[config.mk]
export PLATFORM = sky130hd
export DESIGN_NAME = ex_mem_pipe_reg_flat
export DESIGN_NICKNAME = d
export VERILOG_FILES = /design/src/rtl/ex_mem_pipe_reg_if.sv /design/src/rtl/ex_mem_pipe_reg.sv /design/src/flat_wrapper.sv
export SDC_FILE = /design/constraint.sdc
export NUM_CORES = 1
export LEC_CHECK = 0
export CORE_MARGIN = 2
export CORE_UTILIZATION = 40
export DETAILED_ROUTE_END_ITERATION = 6
export PLACE_DENSITY = 0.88
export SLEW_MARGIN = 20
export SYNTH_ARGS = -nofsm -noshare
export SYNTH_HDL_FRONTEND = slang
export SYNTH_SLANG_ARGS = --single-unit
[constraint.sdc]
create_clock -name clk -period 0.8 [get_ports clk]
set_clock_uncertainty 0.05 [all_clocks]
set_input_delay 0.08 -clock clk [delete_from_list [all_inputs] [get_ports clk]]
set_output_delay 0.08 -clock clk [all_outputs]
set_load 0.02 [all_outputs]
[src/rtl/ex_mem_pipe_reg_if.sv]
// EX->MEM boundary bundle: stage controls, execute-side inputs and memory-side outputs.
// Latency: none (wires only).
// Backpressure: stall holds the register contents; flush loads a bubble.
//
// Signals:
//   stall, flush                      stage controls
//   RegWrite, MemtoReg, MemWrite      execute-side control bits
//   AluResult, Datain, Rd_in          execute-side data
//   *_Out, AluOut, DataOut, Rd_out    registered copies presented to MEM
//   pc_in / pc_out                    present only with EX_MEM_PC_TRACE_EN
// Modports: master drives the execute side; slave is the pipeline register.
interface ex_mem_pipe_reg_if #(
    parameter int DATA_W = 64,
    parameter int REG_W  = 5
);
    logic              stall;
    logic              flush;
    logic              RegWrite;
    logic              MemtoReg;
    logic              MemWrite;
    logic [DATA_W-1:0] AluResult;
    logic [DATA_W-1:0] Datain;
    logic [REG_W-1:0]  Rd_in;
    logic              RegWrite_Out;
    logic              MemtoReg_Out;
    logic              MemWrite_Out;
    logic [DATA_W-1:0] AluOut;
    logic [DATA_W-1:0] DataOut;
    logic [REG_W-1:0]  Rd_out;
`ifdef EX_MEM_PC_TRACE_EN
    logic [63:0]       pc_in;
    logic [63:0]       pc_out;
`endif

    modport master (
`ifdef EX_MEM_PC_TRACE_EN
        output pc_in,
        input  pc_out,
`endif
        output stall, flush, RegWrite, MemtoReg, MemWrite, AluResult, Datain, Rd_in,
        input  RegWrite_Out, MemtoReg_Out, MemWrite_Out, AluOut, DataOut, Rd_out
    );

    modport slave (
`ifdef EX_MEM_PC_TRACE_EN
        input  pc_in,
        output pc_out,
`endif
        input  stall, flush, RegWrite, MemtoReg, MemWrite, AluResult, Datain, Rd_in,
        output RegWrite_Out, MemtoReg_Out, MemWrite_Out, AluOut, DataOut, Rd_out
    );
endinterface

[src/rtl/ex_mem_pipe_reg.sv]
// EX->MEM pipeline register: latches ALU result, store data, rd and MEM/WB control.
// Latency: exactly 1 clk from input to output; no combinational input->output path.
// Backpressure: stall holds contents; flush (higher priority) loads an all-zero bubble.
//
// Ports:
//   clk    rising-edge clock
//   reset  asynchronous, active-low reset; clears every output immediately
//   bus    ex_mem_pipe_reg_if.slave (stall/flush, execute inputs, registered outputs)
// Optional feature: define EX_MEM_PC_TRACE_EN to carry pc_in -> pc_out through
// the same register with identical reset/flush/stall/capture rules.
module ex_mem_pipe_reg #(
    parameter int DATA_W = 64,
    parameter int REG_W  = 5
) (
    input  logic                clk,
    input  logic                reset,
    ex_mem_pipe_reg_if.slave    bus
);

    // One packed word for the whole stage so reset, flush and hold act on
    // every field together and no field can be forgotten.
    typedef struct packed {
`ifdef EX_MEM_PC_TRACE_EN
        logic [63:0]       pc;
`endif
        logic              regWrite;
        logic              memtoReg;
        logic              memWrite;
        logic [DATA_W-1:0] aluResult;
        logic [DATA_W-1:0] storeData;
        logic [REG_W-1:0]  rd;
    } exMemStage_t;

    exMemStage_t stageIn;
    exMemStage_t stageQ;

    // Values pass through untouched: no sign handling, rd is not gated by RegWrite.
    always_comb begin
        stageIn           = '0;
`ifdef EX_MEM_PC_TRACE_EN
        stageIn.pc        = bus.pc_in;
`endif
        stageIn.regWrite  = bus.RegWrite;
        stageIn.memtoReg  = bus.MemtoReg;
        stageIn.memWrite  = bus.MemWrite;
        stageIn.aluResult = bus.AluResult;
        stageIn.storeData = bus.Datain;
        stageIn.rd        = bus.Rd_in;
    end

    // Flush is checked before stall so a squashed instruction never survives a hold.
    always_ff @(posedge clk or negedge reset) begin
        if (!reset) begin
            stageQ <= '0;
        end else if (bus.flush) begin
            stageQ <= '0;
        end else if (!bus.stall) begin
            stageQ <= stageIn;
        end
    end

    // Outputs come straight from flops, so they move only on clk or reset.
`ifdef EX_MEM_PC_TRACE_EN
    assign bus.pc_out       = stageQ.pc;
`endif
    assign bus.RegWrite_Out = stageQ.regWrite;
    assign bus.MemtoReg_Out = stageQ.memtoReg;
    assign bus.MemWrite_Out = stageQ.memWrite;
    assign bus.AluOut       = stageQ.aluResult;
    assign bus.DataOut      = stageQ.storeData;
    assign bus.Rd_out       = stageQ.rd;

endmodule

[src/flat_wrapper.sv]
// flat-port wrapper written by rule: the top's interface ports become plain ports
module ex_mem_pipe_reg_flat 
#(
    parameter int DATA_W = 64,
    parameter int REG_W  = 5
)
  (clk, reset, bus_stall, bus_flush, bus_RegWrite, bus_MemtoReg, bus_MemWrite, bus_AluResult, bus_Datain, bus_Rd_in, bus_RegWrite_Out, bus_MemtoReg_Out, bus_MemWrite_Out, bus_AluOut, bus_DataOut, bus_Rd_out);
  ex_mem_pipe_reg_if #(.DATA_W(DATA_W), .REG_W(REG_W)) bus_i ();
  input  logic clk;
  input  logic reset;
  input wire logic [$bits(bus_i.stall)-1:0] bus_stall;
  input wire logic [$bits(bus_i.flush)-1:0] bus_flush;
  input wire logic [$bits(bus_i.RegWrite)-1:0] bus_RegWrite;
  input wire logic [$bits(bus_i.MemtoReg)-1:0] bus_MemtoReg;
  input wire logic [$bits(bus_i.MemWrite)-1:0] bus_MemWrite;
  input wire logic [$bits(bus_i.AluResult)-1:0] bus_AluResult;
  input wire logic [$bits(bus_i.Datain)-1:0] bus_Datain;
  input wire logic [$bits(bus_i.Rd_in)-1:0] bus_Rd_in;
  output wire logic [$bits(bus_i.RegWrite_Out)-1:0] bus_RegWrite_Out;
  output wire logic [$bits(bus_i.MemtoReg_Out)-1:0] bus_MemtoReg_Out;
  output wire logic [$bits(bus_i.MemWrite_Out)-1:0] bus_MemWrite_Out;
  output wire logic [$bits(bus_i.AluOut)-1:0] bus_AluOut;
  output wire logic [$bits(bus_i.DataOut)-1:0] bus_DataOut;
  output wire logic [$bits(bus_i.Rd_out)-1:0] bus_Rd_out;
  assign bus_i.stall = bus_stall;
  assign bus_i.flush = bus_flush;
  assign bus_i.RegWrite = bus_RegWrite;
  assign bus_i.MemtoReg = bus_MemtoReg;
  assign bus_i.MemWrite = bus_MemWrite;
  assign bus_i.AluResult = bus_AluResult;
  assign bus_i.Datain = bus_Datain;
  assign bus_i.Rd_in = bus_Rd_in;
  assign bus_RegWrite_Out = bus_i.RegWrite_Out;
  assign bus_MemtoReg_Out = bus_i.MemtoReg_Out;
  assign bus_MemWrite_Out = bus_i.MemWrite_Out;
  assign bus_AluOut = bus_i.AluOut;
  assign bus_DataOut = bus_i.DataOut;
  assign bus_Rd_out = bus_i.Rd_out;
  ex_mem_pipe_reg #(.DATA_W(DATA_W), .REG_W(REG_W)) u_core (.clk(clk), .reset(reset), .bus(bus_i));
endmodule
Word-level counts from Yosys, hierarchy flattened. Index checks and enable logic that the tools add are counted.

Input bits: 140. Register bits: 136. Output and inout bits: 136. Word-level logic and storage cells: 9.

Equality and inequality tests: 1. Mux-type cells: 2.

Operator list (count): 136-bit 2-to-1 mux (2); 2-bit by 1-bit inequality test with 1-bit output, second input constant (1).

Logic depth before layout (Yosys ltp).
Word-level depth: 2. Depth in mapped cells: 5. Depth with buffers taken out: 2.

Worst setup path before layout. OpenSTA, ideal clock, no wires.

Kind: input to register. Start: input bus_stall. End: register u_core.stageQ, in the netlist u_core.bus.DataOut[23]. Arrival: 0.756 ns. Buffers on the path: 3. Stages on the path: 5. Required time: 0.618 ns. Library setup time: 0.132 ns. Path slack: -0.138 ns. Cell sequence: buf_4 > buf_6 > buf_8 > mux2i_1 > nor2_1.

Word-level cells in the longest chain between the ends: 1.

RTL lines: start, declared (RTL line flat_wrapper.sv:11) `input wire logic [$bits(bus_i.stall)-1:0] bus_stall;`; 2-bit by 1-bit inequality test with 1-bit output (no line); end signal, assigned (RTL line ex_mem_pipe_reg.sv:58) `stageQ <= stageIn;`; end, declared (RTL line ex_mem_pipe_reg.sv:35) `exMemStage_t stageQ;`.

No other way between the ends. A chain may end at the register's enable or synchronous reset.

Final worst setup path.
Start: register u_core.stageQ, in the netlist u_core.bus.DataOut[14]. End: output bus_DataOut[14].

RTL lines: end, declared (RTL line flat_wrapper.sv:23) `output wire logic [$bits(bus_i.DataOut)-1:0] bus_DataOut;`.

No word-level cell between the ends.

==> impl_metrics.prom <==
# TYPE chip_impl_metric gauge
chip_impl_metric{name="finalSetupViolCount",unit=""} 188
chip_impl_metric{name="yosys-mux-area-fraction",unit="%"} 24.8
chip_impl_info{name="worst_setup_path_end_kind",value="output pin"} 1
chip_impl_metric{name="p_comb_share",unit="%"} 18.5
chip_impl_metric{name="sequential_element_share_of_the_synthesized_area",unit="%"} 62.1
chip_impl_metric{name="max_slew_margin",unit="%"} 77.9
chip_impl_metric{name="synth_adder_area_share",unit="%"} 0
chip_impl_metric{name="die_area",unit="mm2"} 0.0147
chip_impl_info{name="rsz0062_at_grt",value="yes"} 1
chip_impl_metric{name="synth_top_cell_area_share",unit="%"} 62.1
chip_impl_info{name="tritoncts",value="yes"} 1
chip_impl_metric{name="max-clock-path-buffers",unit=""} 2
chip_impl_metric{name="maximum_number_of_pins_on_one_net_before_global_route_repair",unit=""} 60
chip_impl_metric{name="post-dp-hpwl",unit="mm"} 11.3
chip_impl_info{name="top_delay_family_on_crit_path",value="flip-flops"} 1
chip_impl_metric{name="syn_area_per_cell",unit="um2"} 12.5
chip_impl_metric{name="tightestPinTransition",unit="ns"} 0.331
chip_impl_info{name="run_status",value="finished with violations"} 1
chip_impl_metric{name="path_buf_inv",unit=""} 1
chip_impl_metric{name="via_count",unit=""} 4587
chip_impl_metric{name="cts_made_buffers",unit=""} 17
chip_impl_metric{name="synthToLayoutAreaGrowth",unit="%"} 78.8
chip_impl_metric{name="clk_transition_reported_paths",unit="ns"} 0.06
chip_impl_metric{name="timing_max_transition_violations_final",unit=""} 0
chip_impl_metric{name="critical-path-max-stage-delay",unit="ns"} 0.42
chip_impl_metric{name="synth-xor-area-share",unit="%"} 0
chip_impl_metric{name="report.final.hold_viol_count",unit=""} 0
chip_impl_metric{name="nNetsFinal",unit=""} 905
chip_impl_metric{name="final_antenna_net_count",unit=""} 0
chip_impl_metric{name="grt_pass1_wl",unit="mm"} 26.1
chip_impl_metric{name="clkLatencyLatePin",unit="ns"} 0.41
chip_impl_metric{name="timing.final.crit_share",unit="%"} 140
chip_impl_metric{name="final_period_minus_worst_setup_slack",unit="ns"} 1.12
chip_impl_metric{name="netlist_area",unit="mm2"} 0.00548
chip_impl_metric{name="maxCapViolCount",unit=""} 0
chip_impl_metric{name="coreArea",unit="mm2"} 0.0133
chip_impl_metric{name="clock-sinks",unit=""} 136
chip_impl_metric{name="fmax",unit="MHz"} 896
chip_impl_metric{name="cts_max_level",unit=""} 4
chip_impl_metric{name="power.density_cell_area",unit="mW/mm2"} 1970
chip_impl_metric{name="detail_route.wl_per_cell",unit="um"} 18.4
chip_impl_metric{name="power_switching_share",unit="%"} 24.6
chip_impl_metric{name="routed_wirelength",unit="mm"} 17.6
chip_impl_metric{name="yosys_warnings",unit=""} 0
chip_impl_metric{name="fraction_of_final_layout_cells_sized_beyond_drive_strength_1",unit="%"} 41.6
chip_impl_metric{name="netlist_instances",unit=""} 438
chip_impl_info{name="crit_path_cell_trace",value="buf_6"} 1
chip_impl_metric{name="floorplan.initialDensity",unit="%"} 41.2
chip_impl_metric{name="die_height",unit="um"} 121
chip_impl_info{name="post-synth-top-area-cell",value="sky130_fd_sc_hd__dfrtp_1"} 1
chip_impl_metric{name="setup_slack",unit="ns"} -0.316
chip_impl_info{name="failed_checks",value="setup timing"} 1
chip_impl_metric{name="synth_compound_gate_area_share",unit="%"} 0
chip_impl_metric{name="p_leak",unit="nW"} 4.77
chip_impl_metric{name="timing.critical_path.required",unit="ns"} 0.67
chip_impl_info{name="clockRootBuffer",value="sky130_fd_sc_hd__clkbuf_16"} 1
chip_impl_info{name="critPathKind",value="reg -> out"} 1
chip_impl_metric{name="drt_pre_antenna_iters",unit=""} 4
chip_impl_metric{name="cp_data_arrival_time",unit="ns"} 0.99
chip_impl_metric{name="antenna_diode_count",unit=""} 0
chip_impl_metric{name="antenna_found_initial",unit=""} 0
chip_impl_metric{name="avgViaCountPerCell",unit=""} 4.81
chip_impl_info{name="synthTopCellsByArea",value="sky130_fd_sc_hd__dfrtp_1 62%, sky130_fd_sc_hd__mux2i_1 25%, sky130_fd_sc_hd__nor2_1 9.3%, sky130_fd_sc_hd__buf_4 1.5%, sky130_fd_sc_hd__buf_8 1.1%"} 1
chip_impl_metric{name="drc_markers",unit=""} 0
chip_impl_metric{name="detail_route.iter0.violations",unit=""} 222
chip_impl_metric{name="place.detailed.instances",unit=""} 882
chip_impl_metric{name="p_int",unit="mW"} 14.5
chip_impl_metric{name="number_of_i_o_port_buffers",unit=""} 275
chip_impl_metric{name="globalplace.congestion",unit=""} 0.737
chip_impl_metric{name="power.switching",unit="mW"} 4.75
chip_impl_metric{name="layoutNonFillerInstCount",unit=""} 954
chip_impl_metric{name="power_frac_seq",unit="%"} 39.6
chip_impl_metric{name="synth_seq_cells",unit=""} 136
chip_impl_metric{name="critical_path.max_fanout",unit=""} 2
chip_impl_metric{name="via_count_of_the_first_global_routing_pass",unit=""} 5083
chip_impl_metric{name="synth_simple_gate_area_share",unit="%"} 9.31
chip_impl_metric{name="number_of_rows_created_at_floorplan",unit=""} 42
chip_impl_metric{name="globalRouteOverflowTotal",unit=""} 0
chip_impl_metric{name="dpl_cell_area",unit="mm2"} 0.00862
chip_impl_metric{name="layout.cell_area.non_filler",unit="mm2"} 0.00980
chip_impl_metric{name="die_w",unit="um"} 121
chip_impl_metric{name="share_clk_of_total_power",unit="%"} 41.8
chip_impl_metric{name="mappedNetlistNets",unit=""} 578
chip_impl_metric{name="synth_cell_types",unit=""} 9
chip_impl_info{name="worst_hold_path_type",value="in -> reg"} 1
chip_impl_info{name="critPathLaunchType",value="flip-flop"} 1
chip_impl_metric{name="peakVddDrop",unit="mV"} 1.51
chip_impl_metric{name="io_pins",unit=""} 276
chip_impl_info{name="main_combinational_cell_family_by_area_after_synthesis",value="multiplexers"} 1
chip_impl_info{name="cp_slowest_cell",value="sky130_fd_sc_hd__dfrtp_2"} 1
chip_impl_metric{name="gr-usage-all-layers",unit="%"} 23.3
flip-flops by register name, indices dropped and copies added, names as in the netlist:
register                 cells
u_core.bus.AluOut           64
u_core.bus.DataOut          64
u_core.bus.MemWrite_Out      1
u_core.bus.MemtoReg_Out      1
u_core.bus.Rd_out            5
u_core.bus.RegWrite_Out      1
path summary, 6_finish.rpt:
path / from / endpoint / slack (ns) / depth (start not counted)
worst min-delay path: bus_flush / u_core.bus.AluOut[61]$_DFFE_PN0P_ / 0.02 / 3
worst max register to register: u_core.bus.AluOut[36]$_DFFE_PN0P_ / u_core.bus.AluOut[36]$_DFFE_PN0P_ / -0.17 / 3
worst min register to register: u_core.bus.AluOut[55]$_DFFE_PN0P_ / u_core.bus.AluOut[55]$_DFFE_PN0P_ / 0.49 / 2
min in group asynchronous: reset / u_core.bus.MemWrite_Out$_DFFE_PN0P_ / 0.18 / 3
max in group asynchronous: reset / u_core.bus.AluOut[3]$_DFFE_PN0P_ / 0.18 / 3
worst max-delay path: u_core.bus.DataOut[14]$_DFFE_PN0P_ / bus_DataOut[14] / -0.32 / 1
metrics by stage:
stage                     utilization (%)  power, mW  TNS [ns]  setup slack [ns]  hold slack [ns]
after floorplan                         -       9.01     -1.68           -0.0419           -0.266
after global placement               64.8       10.8    -55.72            -0.294           0.0514
after detailed placement             64.8       10.9    -59.51            -0.309           0.0438
after CTS                            72.0       19.2    -42.79            -0.327          0.00636
after global routing                 73.7       20.0    -49.99            -0.342           0.0250
final                                73.7       19.3    -43.22            -0.316           0.0175
area by class of cell:
| type | instances | area (um2) |
|---|---|---|
| clock inverters | 8 | 118 |
| clock buffers | 24 | 492 |
| repair buffers | 338 | 3570 |
| well taps | 176 | 220 |
| fillers | 828 | 3490 |
| flip-flops and latches | 136 | 3520 |
| multi-input cells | 272 | 1890 |
kinds of logic after synthesis:
| family | after synthesis |
|---|---|
| AND/OR/NAND/NOR | 136 |
| buffers and inverters | 30 |
| flip-flops | 136 |
| multiplexers | 136 |
layout by cell type (no fill, tap or decap), types with 3 or more instances in the layout:
cell type,Yosys,final
sky130_fd_sc_hd__mux2i_2,0,4
sky130_fd_sc_hd__buf_12,0,7
sky130_fd_sc_hd__dfrtp_1,136,46
sky130_fd_sc_hd__clkbuf_16,0,17
sky130_fd_sc_hd__mux2i_1,136,132
sky130_fd_sc_hd__clkbuf_1,9,3
sky130_fd_sc_hd__buf_4,11,34
sky130_fd_sc_hd__clkbuf_8,0,4
sky130_fd_sc_hd__clkinv_2,0,4
sky130_fd_sc_hd__clkdlybuf4s50_1,0,136
sky130_fd_sc_hd__dfrtp_2,0,90
sky130_fd_sc_hd__bufinv_16,0,3
sky130_fd_sc_hd__buf_6,1,160
sky130_fd_sc_hd__nor2_1,136,136
routing by layer:
layer | share of wire [%] | up-vias | track usage (%)
li1 | - | 2100 | -
met1 | 36 | 2237 | 25.2
met2 | 52 | 218 | 40.7
met3 | 9.4 | 32 | 9.02
met4 | 2.5 | 0 | 9.81
met5 | 0 | - | 0
power groups by stage:
stage / sequential, mW / combinational [mW] / clock (mW)
final: 7.65 / 3.57 / 8.07
after global routing: 7.68 / 3.79 / 8.54
after CTS: 7.62 / 3.43 / 8.19
after detailed placement: 7.65 / 3.24 / 0
after global placement: 7.62 / 3.16 / 0
after floorplan: 8.12 / 0.883 / 0
worst register-to-register path: cells and delay by family, from the launching register on:
kind          cells  cell delay, ns
mux               1            0.18
flops             1            0.42
simple gates      1            0.08
buf+inv           1            0.12
timing repair:
item	in CTS	in global routing
gates resized for setup	819	25
buffers inserted	21	22
endpoints found under the hold margin	136	0
setup endpoints to repair	140	229
hold buffers	1	0
pin swaps	2	32
cell usage after synthesis:
cell / n
sky130_fd_sc_hd__buf_6: 1
sky130_fd_sc_hd__dfrtp_1: 136
sky130_fd_sc_hd__buf_4: 11
sky130_fd_sc_hd__buf_8: 4
sky130_fd_sc_hd__mux2i_1: 136
sky130_fd_sc_hd__clkbuf_1: 9
sky130_fd_sc_hd__nor2_1: 136
sky130_fd_sc_hd__buf_1: 4
sky130_fd_sc_hd__buf_2: 1
Note: power is estimated with default switching activity, not from simulation.
